==> src/rtl/speaker_ctl_if.sv <==
`default_nettype none
// ============================================================================
// Module      : speaker_ctl_if
// Description : Sample-in / I2S-out bundle between note generator, serializer
//               and the audio Pmod DAC.
// Revision    : 1.0 - initial release
// ============================================================================
interface speaker_ctl_if;
    logic [15:0] audio_left;
    logic [15:0] audio_right;
    logic        audio_mclk;
    logic        audio_lrck;
    logic        audio_sck;
    logic        audio_sdin;
    logic        frame_start;

    modport master (
        input  audio_left, audio_right,
        output audio_mclk, audio_lrck, audio_sck, audio_sdin, frame_start
    );

    modport slave (
        output audio_left, audio_right,
        input  audio_mclk, audio_lrck, audio_sck, audio_sdin, frame_start
    );
endinterface
`default_nettype wire

==> src/rtl/speaker_ctl.sv <==
`default_nettype none
// ============================================================================
// Module      : speaker_ctl
// Description : Stereo 16-bit I2S serializer with DAC master/bit/word clocks
//               derived from a single free-running frame counter.
// Revision    : 1.0 - initial release
// ============================================================================
module speaker_ctl (
    input  wire logic            clk,
    input  wire logic            rst_n,
    speaker_ctl_if.master        bus
);

    logic [9:0]  r_cnt;
    logic [31:0] r_frame;
    logic        r_sdin;
    logic        r_frame_start;

    logic        w_frame_end;
    logic        w_slot_end;
    logic [4:0]  w_next_slot;
    logic [4:0]  w_bit_idx;

    assign w_frame_end = (r_cnt == 10'd1023);
    assign w_slot_end  = (r_cnt[4:0] == 5'd31);
    assign w_next_slot = r_cnt[9:5] + 5'd1;
    // 32 - s modulo 32: slot 0 maps to bit 0 (previous right LSB), slot s to bit 32-s
    assign w_bit_idx   = 5'd0 - w_next_slot;

    always_ff @(posedge clk or negedge rst_n) begin
        if (!rst_n) begin
            r_cnt         <= 10'd0;
            r_frame       <= 32'd0;
            r_sdin        <= 1'b0;
            r_frame_start <= 1'b0;
        end else begin
            r_cnt         <= r_cnt + 10'd1;
            r_frame_start <= w_frame_end;
            if (w_frame_end) begin
                r_frame <= {bus.audio_left, bus.audio_right};
            end
            if (w_slot_end) begin
                r_sdin <= r_frame[w_bit_idx];
            end
        end
    end

    assign bus.audio_mclk  = r_cnt[1];
    assign bus.audio_sck   = r_cnt[4];
    assign bus.audio_lrck  = r_cnt[9];
    assign bus.audio_sdin  = r_sdin;
    assign bus.frame_start = r_frame_start;

endmodule
`default_nettype wire

==> src/flat_wrapper.sv <==
// flat-port wrapper written by rule: the top's interface ports become plain ports
module speaker_ctl_flat 
  (clk, rst_n, bus_audio_left, bus_audio_right, bus_audio_mclk, bus_audio_lrck, bus_audio_sck, bus_audio_sdin, bus_frame_start);
  speaker_ctl_if bus_i ();
  input  wire logic clk;
  input  wire logic rst_n;
  input wire logic [$bits(bus_i.audio_left)-1:0] bus_audio_left;
  input wire logic [$bits(bus_i.audio_right)-1:0] bus_audio_right;
  output wire logic [$bits(bus_i.audio_mclk)-1:0] bus_audio_mclk;
  output wire logic [$bits(bus_i.audio_lrck)-1:0] bus_audio_lrck;
  output wire logic [$bits(bus_i.audio_sck)-1:0] bus_audio_sck;
  output wire logic [$bits(bus_i.audio_sdin)-1:0] bus_audio_sdin;
  output wire logic [$bits(bus_i.frame_start)-1:0] bus_frame_start;
  assign bus_i.audio_left = bus_audio_left;
  assign bus_i.audio_right = bus_audio_right;
  assign bus_audio_mclk = bus_i.audio_mclk;
  assign bus_audio_lrck = bus_i.audio_lrck;
  assign bus_audio_sck = bus_i.audio_sck;
  assign bus_audio_sdin = bus_i.audio_sdin;
  assign bus_frame_start = bus_i.frame_start;
  speaker_ctl u_core (.clk(clk), .rst_n(rst_n), .bus(bus_i));
endmodule
==> config.mk <==
export PLATFORM = sky130hd
export DESIGN_NAME = speaker_ctl_flat
export DESIGN_NICKNAME = d
export VERILOG_FILES = /design/src/rtl/speaker_ctl_if.sv /design/src/rtl/speaker_ctl.sv /design/src/flat_wrapper.sv
export SDC_FILE = /design/constraint.sdc
export NUM_CORES = 1
export LEC_CHECK = 0
export ABC_AREA = 1
export CAP_MARGIN = 20
export CELL_PAD_IN_SITES_DETAIL_PLACEMENT = 0
export CELL_PAD_IN_SITES_GLOBAL_PLACEMENT = 2
export CORE_MARGIN = 2
export CORE_UTILIZATION = 34
export CTS_CLUSTER_SIZE = 14
export DETAILED_ROUTE_END_ITERATION = 7
export PLACE_DENSITY_LB_ADDON = 0.12
export SYNTH_ARGS = -nofsm -noshare
export SYNTH_HDL_FRONTEND = slang
export SYNTH_SLANG_ARGS = --single-unit
export TNS_END_PERCENT = 30
==> constraint.sdc <==
create_clock -name clk -period 2.7 [get_ports clk]
set_input_delay 0.675 -clock clk [delete_from_list [all_inputs] [get_ports clk]]
set_output_delay 0.675 -clock clk [all_outputs]
set_load 0.02 [all_outputs]
=== After elaboration in Yosys (flattened, before gate mapping) ===
Cells that the tools add are included.

* Add/sub/neg operators: 3
* Order comparisons: 1
* Equal/unequal tests: 2
* Muxes and demuxes: 2

{| class="wikitable"
|+ Operators by type and width
! cell !! number
|-
| $add A10 B1 Y10 const B || 1
|-
| $eq A10 B10 Y1 const B || 1
|-
| $lt A5 B6 Y1 const B || 1
|-
| $add A5 B1 Y5 const B || 1
|-
| $bmux W1 S5 || 1
|-
| $eq A5 B5 Y1 const B || 1
|-
| $sub A1 B5 Y5 const A || 1
|-
| $mux W1 || 1
|}

* Bits in registers: 44
* Input port bits: 34
* Output and inout bits: 5
* Logic and storage cells: 12

=== Depth between registers and ports, before layout ===
Gate-level depths: netlist of the first run.

* Depth after elaboration: 4
* Depth in mapped cells: 10

=== Worst setup path after synthesis of the first run ===
OpenSTA, ideal clock, no wires.

* Path kind: register to register
* From: register u_core.r_cnt[1]
* To: register u_core.r_frame[10]
* Arrival time: 1.525 ns
* Required time: 2.583 ns
* Path slack: 1.058 ns
* Stages on the path, launching flop included: 9
* Buffers on the path: 2
* Cells stage by stage: dfrtp_1 -> ha_1 -> nand3_1 -> nor2_4 -> nand3_2 -> nor3_2 -> buf_4 -> buf_6 -> o21ai_2

* Longest elaborated chain between the ends: 1

{| class="wikitable"
|+ RTL lines
! element !! RTL line !! source
|-
| start: declaration || speaker_ctl.sv:14 || <nowiki>logic [9:0] r_cnt;</nowiki>
|-
| start signal: assignment || speaker_ctl.sv:37 || <nowiki>r_cnt <= r_cnt + 10'd1;</nowiki>
|-
| $eq A10 B10 Y1 || speaker_ctl.sv:24 || <nowiki>assign w_frame_end = (r_cnt == 10'd1023);</nowiki>
|-
| end signal: assignment || speaker_ctl.sv:40 || <nowiki>r_frame <= {bus.audio_left, bus.audio_right};</nowiki>
|-
| end: declaration || speaker_ctl.sv:15 || <nowiki>logic [31:0] r_frame;</nowiki>
|}

Every way passes these cells.
A chain may end at the register's enable or synchronous reset.

=== Final worst setup path of the first run ===
* From: register u_core.r_cnt[4]
* To: output port bus_audio_sck

{| class="wikitable"
|+ RTL lines
! element !! RTL line !! source
|-
| end: declaration || flat_wrapper.sv:11 || <nowiki>output wire logic [$bits(bus_i.audio_sck)-1:0] bus_audio_sck;</nowiki>
|}

No word-level cell between the ends.

==> flow_summary.yaml, run 1 <==
run_status:
  status: "finished, final reports clean"
cells_and_area:
  finish.utilization_pct: 42.79
  area_taken_by_flip_flops_and_latches_um2: 1101
  final_net_count: 322
  area_delta_synth_final_pct: 23.53
  fillerInstances: 662
  layout.cells.most_common_list: "sky130_fd_sc_hd__nand2_1 (73), sky130_fd_sc_hd__dfrtp_1 (44), sky130_fd_sc_hd__inv_1 (40)"
  drive_above_1_share_pct: 15.38
  insertedDiodeCount: 0
  instances_no_fill: 363
  mostFrequentLayoutCell: "sky130_fd_sc_hd__nand2_1"
  final_design_area_no_fill_um2: 2686
  multiInputGateArea_um2: 829.5
job:
  maxCapViolations: 0
min_path:
  holdCritPathClass: "in -> async"
timing:
  setup_viol_count_final: 0
  hold_violations: 0
  timing.final.ws_setup_ns: 0.7017
  tns_ns: 0
  max_clock_freq_mhz: 500.4
  report.final.slew_viol_count: 0
  layout_worst_path_cycle_share_pct: 74.01
  fin_crit_ns: 1.998
  worst_pin_slew_ns: 0.5123
  grt_setup_unrepaired: "no"
  relSlewSlack_pct: 65.85
  clock_skew_ns: 0.006322
synth:
  seq_area_frac_synth_pct: 50.63
  area_share_of_xor_xnor_cells_in_the_synthesized_design_pct: 2.819
  synth_nets: 284
  syn_area_um2: 2175
  synth_largest_type_area_fraction_pct: 50.63
  synthSimpleGateAreaFrac_pct: 21.06
  synth_largest_area_cell: "sky130_fd_sc_hd__dfrtp_1"
  syn_inst: 248
  synth-seq-cells: 44
  ys_types: 22
  yosysWarningCount: 0
  multiplexer_share_of_the_synthesized_area_pct: 0
  compound_cell_area_share_of_the_yosys_netlist_pct: 12.83
  synth-adder-area-share_pct: 1.151
  synthTopCellsByArea: "sky130_fd_sc_hd__dfrtp_1 (51%), sky130_fd_sc_hd__nand2_1 (13%), sky130_fd_sc_hd__o21ai_2 (11%), sky130_fd_sc_hd__inv_1 (6.9%), sky130_fd_sc_hd__nand3_1 (6.0%)"
  largest_family_of_logic_cells_by_synthesized_area: "simple AND/OR/NAND/NOR gates"
  postSynthAreaPerCell_um2: 8.768
placed_design:
  post-dp-hpwl_mm: 3.063
  dpl.cell_count: 356
  replace_congestion: 0.6584
  dpl_worst_slack_ns: 0.8419
  port_buf_inserts: 38
  placedInstanceArea_um2: 2590
setup_path:
  critPathCaptureType: "primary output"
  start_kind: "flop"
  timing.critical_path.max_delay_family: "buffers and inverters"
  critPathMaxStageDelay_ns: 0.62
  critical_path_at_ns: 1.32
  path_max_fanout: 4
  worst_ep_required_time_ns: 2.03
  crit_buf_inv: 1
  crit_path_cell_trace: "clkdlybuf4s50_1"
  path_class: "reg -> out"
  crit_path_top_delay_cell: "sky130_fd_sc_hd__clkdlybuf4s50_1"
cts:
  cts_tree: "yes"
  cts_buffers: 5
  cts.path.max_buffers: 2
  cts_hold_repair.buffers: 0
  cts_post_setup_buffers_inserted: 0
  cts.reportedPaths.clkPinSlew_ns: 0.08
  clkLatencyLatePin_ns: 0.30
  cts.repair.resized: 0
  clock-sinks: 44
  cts-htree-levels: 2
  clock_tree.root_cell: "sky130_fd_sc_hd__clkbuf_8"
power_and_ir_drop:
  p_comb_share_pct: 5.2
  clock_power_share_pct: 38.5
  switching_power_share_of_the_total_pct: 20.65
  internal-power_w: 0.0009278
  ir_worst_vdd_mv: 0.2328
  power_density_nw_per_um2: 435.2
  share_seq_of_total_power_pct: 56.3
  power.leakage_nw: 1.267
  power.switching_w: 0.0002414
floorplan:
  number_of_cell_rows: 29
  die_width_um: 83.98
  floorplan.core_area_um2: 6277
  die_area_um2: 7052
  boundaryPins: 39
  die_y_um: 83.98
  start_util_pct: 34.64
global_routing:
  grt_pass1_wl_mm: 7.783
  grt.total_usage_pct: 13.80
  grt_overflow: 0
  number_of_antenna_violations_at_the_first_check_in_global_routing: 0
  first_global_vias: 1600
  grt_start_max_net_pins: 45
routing:
  finalWirelength_mm: 4.358
  via_per_inst: 4.386
  wl_met3_um: 182
  vias: 1592
  wl_met2_mm: 1.879
  drt_iter0_drc: 38
  antenna_left: 0
  routedLengthMet1_mm: 2.232
  number_of_search_and_repair_iterations_in_the_first_detailed_routing_pass: 4
  remaining_drc_errors: 0
  routedWlPerCell_um: 12.01
  topRoutingLayerUsed: "met4"
-- synthesized netlist by cell type (all sizes together) --
library cell,number
o21ai,32
dfrtp,44
clkinv,1
o211ai,1
ha,2
nand2,74
clkbuf,1
nor2,4
a21oi,2
nand3,27
nor3,2
xor2,7
inv,41
buf,10
-- layout make-up --
class / instances / area share, %
Multi-Input combinational cell: 151 / 30.88
Timing Repair Buffer: 42 / 15.09
Sequential cell: 44 / 40.99
Inverter: 42 / 5.869
Tap cell: 77 / 3.586
Clock buffer: 7 / 3.586
-- final timing paths --
| kind | from | to | slack, ns | cells past startpoint |
|---|---|---|---|---|
| max reg2reg | u_core.r_cnt[0]$_DFF_PN0_ | u_core.r_frame[22]$_DFFE_PN0N_ | 0.84 | 8 |
| max | u_core.r_cnt[4]$_DFF_PN0_ | bus_audio_sck | 0.70 | 1 |
| min in group clk | u_core.r_cnt[0]$_DFF_PN0_ | u_core.r_cnt[0]$_DFF_PN0_ | 0.46 | 1 |
| min | rst_n | u_core.r_frame[23]$_DFFE_PN0N_ | 0.29 | 1 |
| min reg2reg | u_core.r_cnt[0]$_DFF_PN0_ | u_core.r_cnt[0]$_DFF_PN0_ | 0.46 | 1 |
| max in group asynchronous | rst_n | u_core.r_cnt[5]$_DFF_PN0_ | 1.71 | 2 |
-- sequential cells by signal, summed over array words and instances (netlist names) --
name,count
u_core.r_frame,32
u_core.bus.audio_sdin,1
u_core.r_cnt,10
u_core.bus.frame_start,1
-- power groups by stage --
stage	clock network, W	logic, W	registers (W)
2_1_floorplan	0	0.000000000265	0.000672
3_3_place_gp	0	0.0000626	0.000671
3_5_place_dp	0	0.0000622	0.000671
4_1_cts	0.000471	0.0000628	0.000658
5_1_grt	0.000499	0.0000672	0.000658
6_report	0.000450	0.0000606	0.000658
-- cells by family after synthesis --
logic type | after synthesis
flip-flops | 44
AO/OA/AOI/OAI | 35
XOR/XNOR | 7
adder cells (fa/ha/maj) | 2
buffers and inverters | 53
AND/OR/NAND/NOR | 107
-- through the flow --
| step | total power [W] | hold WS [ns] |
|---|---|---|
| global placement | 0.0007341 | 0.4320 |
| finish | 0.001169 | 0.2891 |
| detailed placement | 0.0007337 | 0.4529 |
| global route | 0.001225 | 0.3092 |
| CTS | 0.001192 | 0.3009 |
| floorplan | 0.0006717 | 0.3794 |
-- routing by layer --
layer  vias to the layer above  GRT usage (%)
li1                        844              -
met2                        28          20.95
met5                         -              0
met3                         5          3.363
met1                       715          19.42
met4                         0          4.399
Power figures use the tool's default switching activity.
==> run 2: changes to the inputs <==
--- a/config.mk
+++ b/config.mk
@@ -10,7 +10,7 @@
 export CELL_PAD_IN_SITES_DETAIL_PLACEMENT = 0
 export CELL_PAD_IN_SITES_GLOBAL_PLACEMENT = 2
 export CORE_MARGIN = 2
-export CORE_UTILIZATION = 34
+export CORE_UTILIZATION = 31
 export CTS_CLUSTER_SIZE = 14
 export DETAILED_ROUTE_END_ITERATION = 7
 export PLACE_DENSITY_LB_ADDON = 0.12
==> constraint.sdc (replaced) <==
create_clock -name clk -period 2 [get_ports clk]
set_input_delay 0.5 -clock clk [delete_from_list [all_inputs] [get_ports clk]]
set_output_delay 0.5 -clock clk [all_outputs]
set_load 0.02 [all_outputs]
==> flow_summary.yaml, run 2 (synthesis gave the netlist of run 1 again) <==
power_and_ir_drop:
  power_density_nw_per_um2: 562.1
  share_seq_of_total_power_pct: 57.0
  power.leakage_nw: 1.290
  p_comb_share_pct: 5.5
  totalPowerFinal_w: 0.001558
  switching_power_share_of_the_total_pct: 21.08
  power.switching_w: 0.0003284
  clock_power_share_pct: 37.5
  internal-power_w: 0.001229
  ir_worst_vdd_mv: 0.2942
routing:
  via_per_inst: 4.140
  routedWlPerCell_um: 11.49
  vias: 1602
  remaining_drc_errors: 0
  drt_iter0_drc: 68
  finalWirelength_mm: 4.445
  antenna_left: 0
  number_of_search_and_repair_iterations_in_the_first_detailed_routing_pass: 4
timing:
  timing.final.ws_setup_ns: 0.1824
  relSlewSlack_pct: 68.12
  tns_ns: 0
  fin_crit_ns: 1.818
  report.final.slew_viol_count: 0
  hold_violations: 0
  layout_worst_path_cycle_share_pct: 90.88
  worst_pin_slew_ns: 0.4781
  setup_viol_count_final: 0
  grt_setup_unrepaired: "no"
  clock_skew_ns: 0.006805
  max_clock_freq_mhz: 550.2
cells_and_area:
  insertedDiodeCount: 0
  layout.cells.most_common_list: "sky130_fd_sc_hd__nand2_1 (73), sky130_fd_sc_hd__dfrtp_1 (44), sky130_fd_sc_hd__inv_1 (40)"
  finish.utilization_pct: 40.79
  mostFrequentLayoutCell: "sky130_fd_sc_hd__nand2_1"
  register_name_with_the_most_flops: "u_core.r_frame"
  drive_above_1_share_pct: 16.15
  fillerInstances: 719
  largest_register_ff_count: 32
  area_delta_synth_final_pct: 27.45
  final_net_count: 326
  top_regs: "u_core.r_frame (32), u_core.r_cnt (10)"
floorplan:
  number_of_cell_rows: 30
  die_y_um: 87.76
  start_util_pct: 32.01
  die_width_um: 87.76
  floorplan.core_area_um2: 6794
  die_area_um2: 7701
  boundaryPins: 39
setup_path:
  start_kind: "flop"
  crit_buf_inv: 1
  critPathMaxStageDelay_ns: 0.62
  worst_ep_required_time_ns: 1.50
  timing.critical_path.max_delay_family: "buffers and inverters"
  critPathCaptureType: "primary output"
  crit_path_cell_trace: "clkdlybuf4s50_1"
  path_max_fanout: 4
  path_class: "reg -> out"
  critical_path_at_ns: 1.32
  crit_path_top_delay_cell: "sky130_fd_sc_hd__clkdlybuf4s50_1"
  worst-r2r-setup-slack_ns: 0.31
cts:
  cts.path.max_buffers: 2
  clock_tree.root_cell: "sky130_fd_sc_hd__clkbuf_8"
  clkLatencyLatePin_ns: 0.30
  cts_tree: "yes"
  cts.repair.resized: 0
  cts_post_setup_buffers_inserted: 0
  cts.reportedPaths.clkPinSlew_ns: 0.09
  cts_hold_repair.buffers: 0
  cts_buffers: 5
  cts-htree-levels: 2
  clock-sinks: 44
placed_design:
  post-dp-hpwl_mm: 3.222
  replace_congestion: 0.6857
  port_buf_inserts: 38
  dpl_worst_slack_ns: 0.3199
global_routing:
  grt_start_max_net_pins: 38
  number_of_antenna_violations_at_the_first_check_in_global_routing: 0
  grt.total_usage_pct: 12.94
  grt_pass1_wl_mm: 7.638
  grt_overflow: 0
  first_global_vias: 1554
job:
  maxCapViolations: 0
run_status:
  status: "finished, final reports clean"
min_path:
  holdCritPathClass: "in -> async"
## run 2: changes by cell type in the layout (fill, tap and decap cells not counted)
cell                       delta
sky130_fd_sc_hd__clkbuf_1     +2
sky130_fd_sc_hd__buf_12       +3
sky130_fd_sc_hd__clkbuf_8     -1
sky130_fd_sc_hd__buf_4        +1
## run 2: area by class of cell
cell class,count,area (um^2),share of cell area (%)
Tap cell,96,120.1,4.334
Timing Repair Buffer,46,473.0,17.07
Inverter,42,157.7,5.688
Clock buffer,8,90.09,3.251
Sequential cell,44,1101,39.73
Multi-Input combinational cell,151,829.5,29.93
## run 2: power by group through the flow
stage / registers [W] / logic (W) / clock network [W]
6_report: 0.000889 / 0.0000854 / 0.000584
5_1_grt: 0.000889 / 0.0000945 / 0.000645
4_1_cts: 0.000889 / 0.0000884 / 0.000608
2_1_floorplan: 0.000907 / 0.000000000126 / 0
3_3_place_gp: 0.000906 / 0.0000880 / 0
3_5_place_dp: 0.000906 / 0.0000876 / 0
## run 2: worst paths after layout
kind | to | from | depth (start not counted)
min in group clk | u_core.r_cnt[0]$_DFF_PN0_ | u_core.r_cnt[0]$_DFF_PN0_ | 1
hold reg to reg | u_core.r_cnt[0]$_DFF_PN0_ | u_core.r_cnt[0]$_DFF_PN0_ | 1
setup / recovery | bus_audio_sck | u_core.r_cnt[4]$_DFF_PN0_ | 1
max in group asynchronous | u_core.bus.audio_sdin$_DFFE_PN0N_ | rst_n | 2
hold / removal | u_core.r_frame[29]$_DFFE_PN0N_ | rst_n | 1
setup reg to reg | u_core.r_frame[26]$_DFFE_PN0N_ | u_core.r_cnt[1]$_DFF_PN0_ | 8
## run 2: through the flow
| stage | cell area (um^2) | cells | hold WS, ns |
|---|---|---|---|
| floorplan | 2175 | 248 | 0.2044 |
| global placement | 2681 | 379 | 0.4313 |
| detailed placement | 2681 | 379 | 0.4446 |
| CTS | 2771 | 387 | 0.1573 |
| global route | 2771 | 387 | 0.1738 |
| finish | 2771 | 387 | 0.1472 |
## run 2: worst register-to-register path, cell delays in order (launching register included)
cell and delay, ns:
sky130_fd_sc_hd__dfrtp_1 0.38, sky130_fd_sc_hd__ha_1 0.19, sky130_fd_sc_hd__nand3_1 0.15, sky130_fd_sc_hd__nor2_4 0.13
sky130_fd_sc_hd__nand3_2 0.11, sky130_fd_sc_hd__nor3_4 0.24, sky130_fd_sc_hd__buf_12 0.25, sky130_fd_sc_hd__nand2_1 0.13
sky130_fd_sc_hd__o21ai_2 0.06
## run 2: metal layers
layer | wire length, um | global-route usage (%)
met4 | 52 | 4.196
met3 | 198 | 3.205
met2 | 1888 | 19.35
met1 | 2306 | 18.42
met5 | 0 | 0
==> run 3: changes to the inputs <==
--- a/config.mk
+++ b/config.mk
@@ -9,8 +9,8 @@
 export CAP_MARGIN = 20
 export CELL_PAD_IN_SITES_DETAIL_PLACEMENT = 0
 export CELL_PAD_IN_SITES_GLOBAL_PLACEMENT = 2
-export CORE_MARGIN = 2
-export CORE_UTILIZATION = 31
+export CORE_UTILIZATION = 32
+export CTS_BUF_LIST = sky130_fd_sc_hd__clkbuf_4
 export CTS_CLUSTER_SIZE = 14
 export DETAILED_ROUTE_END_ITERATION = 7
 export PLACE_DENSITY_LB_ADDON = 0.12
==> flow_summary.yaml, run 3 (synthesis gave the netlist of run 1 again) <==
run_status:
  status: "finished, violations left"
  failed_checks: "design-rule violations"
routing:
  routedWlPerCell_um: 11.96
  drt_iter0_drc: 46
  finalWirelength_mm: 4.400
  antenna_left: 0
  remaining_drc_errors: 10
  number_of_search_and_repair_iterations_in_the_first_detailed_routing_pass: 6
  vias: 1639
  via_per_inst: 4.454
cells_and_area:
  fillerInstances: 701
  largest_register_ff_count: 32
  top_regs: "u_core.r_frame (32), u_core.r_cnt (10)"
  final_design_area_no_fill_um2: 2701
  register_name_with_the_most_flops: "u_core.r_frame"
  area_delta_synth_final_pct: 24.22
  multiInputGateArea_um2: 829.5
  final_net_count: 326
  mostFrequentLayoutCell: "sky130_fd_sc_hd__nand2_1"
  area_taken_by_flip_flops_and_latches_um2: 1101
  insertedDiodeCount: 0
  layout.cells.most_common_list: "sky130_fd_sc_hd__nand2_1 (73), sky130_fd_sc_hd__dfrtp_1 (44), sky130_fd_sc_hd__inv_1 (40)"
  drive_above_1_share_pct: 16.49
  instances_no_fill: 368
timing:
  timing.final.ws_setup_ns: 0.1029
  max_clock_freq_mhz: 527.1
  report.final.slew_viol_count: 0
  fin_crit_ns: 1.897
  clock_skew_ns: 0.009290
  hold_violations: 0
  worst_pin_slew_ns: 0.4718
  grt_setup_unrepaired: "no"
  tns_ns: 0
  relSlewSlack_pct: 68.55
  setup_viol_count_final: 0
  layout_worst_path_cycle_share_pct: 94.85
power_and_ir_drop:
  power.leakage_nw: 1.276
  power_density_nw_per_um2: 524.0
  ir_worst_vdd_mv: 0.2296
  totalPowerFinal_w: 0.001416
cts:
  cts_hold_repair.buffers: 0
  clock_tree.root_cell: "sky130_fd_sc_hd__clkbuf_4"
  cts_post_setup_buffers_inserted: 0
  clkLatencyLatePin_ns: 0.35
  cts.repair.resized: 0
  clock-sinks: 44
  cts_tree: "yes"
  cts.reportedPaths.clkPinSlew_ns: 0.12
  cts.path.max_buffers: 2
  cts_buffers: 5
  cts-htree-levels: 2
global_routing:
  grt_overflow: 0
  first_global_vias: 1570
  grt_pass1_wl_mm: 7.686
  number_of_antenna_violations_at_the_first_check_in_global_routing: 0
  grt.total_usage_pct: 13.84
  grt_start_max_net_pins: 41
setup_path:
  crit_path_cell_trace: "clkdlybuf4s50_1"
  critical_path_cell_count: 1
  reg2reg_depth: 8
  crit_buf_inv: 1
  start_kind: "flop"
  path_max_fanout: 4
  path_class: "reg -> out"
  critPathCaptureType: "primary output"
  worst_ep_required_time_ns: 1.50
  critical_path_at_ns: 1.40
  crit_path_top_delay_cell: "sky130_fd_sc_hd__clkdlybuf4s50_1"
  timing.critical_path.max_delay_family: "buffers and inverters"
  critPathMaxStageDelay_ns: 0.62
job:
  maxCapViolations: 0
floorplan:
  floorplan.core_area_um2: 6459
  die_area_um2: 7129
  die_y_um: 84.44
  number_of_cell_rows: 29
  boundaryPins: 39
  start_util_pct: 33.67
  die_width_um: 84.44
placed_design:
  dpl_worst_slack_ns: 0.2318
  port_buf_inserts: 38
  post-dp-hpwl_mm: 3.189
  placedInstanceArea_um2: 2645
  replace_congestion: 0.7219
  dpl.cell_count: 360
min_path:
  holdCritPathClass: "in -> async"
==> run 3: final timing paths <==
path | start | to | slack, ns
hold / removal | rst_n | u_core.r_frame[28]$_DFFE_PN0N_ | 0.08
setup / recovery | u_core.r_cnt[4]$_DFF_PN0_ | bus_audio_sck | 0.10
max in group asynchronous | rst_n | u_core.bus.audio_sdin$_DFFE_PN0N_ | 1.43
setup reg to reg | u_core.r_cnt[1]$_DFF_PN0_ | u_core.r_frame[19]$_DFFE_PN0N_ | 0.21
min in group clk | u_core.r_cnt[0]$_DFF_PN0_ | u_core.r_cnt[0]$_DFF_PN0_ | 0.46
hold reg to reg | u_core.r_cnt[0]$_DFF_PN0_ | u_core.r_cnt[0]$_DFF_PN0_ | 0.46
==> run 3: layer usage <==
layer / track usage, % / vias to the layer above / share of wire [%]
met4: 5.085 / 0 / 1.6
met1: 18.65 / 746 / 48
met5: 0 / - / 0
li1: - / 857 / -
met2: 21.76 / 28 / 46
met3: 3.343 / 8 / 4.2
==> run 3: stage by stage <==
step	utilization, %	hold WS [ns]
global route	41.82	0.1018
detailed placement	40.95	0.4461
global placement	40.95	0.4336
finish	41.82	0.07530
CTS	41.82	0.08240
floorplan	-	0.2044
==> run 3: cell type report <==
type                            count  share of cell area, %
Sequential cell                    44                  40.76
Multi-Input combinational cell    151                  30.71
Timing Repair Buffer               46                  17.04
Inverter                           42                  5.836
Tap cell                           77                  3.566
Clock buffer                        7                  1.945
Clock inverter                      1                 0.1390
==> run 3: power breakdown <==
group          total (W)  switching [W]  internal, W
combinational  0.0000841      0.0000258    0.0000584
sequential      0.000889              0     0.000889
clock           0.000442       0.000279     0.000163
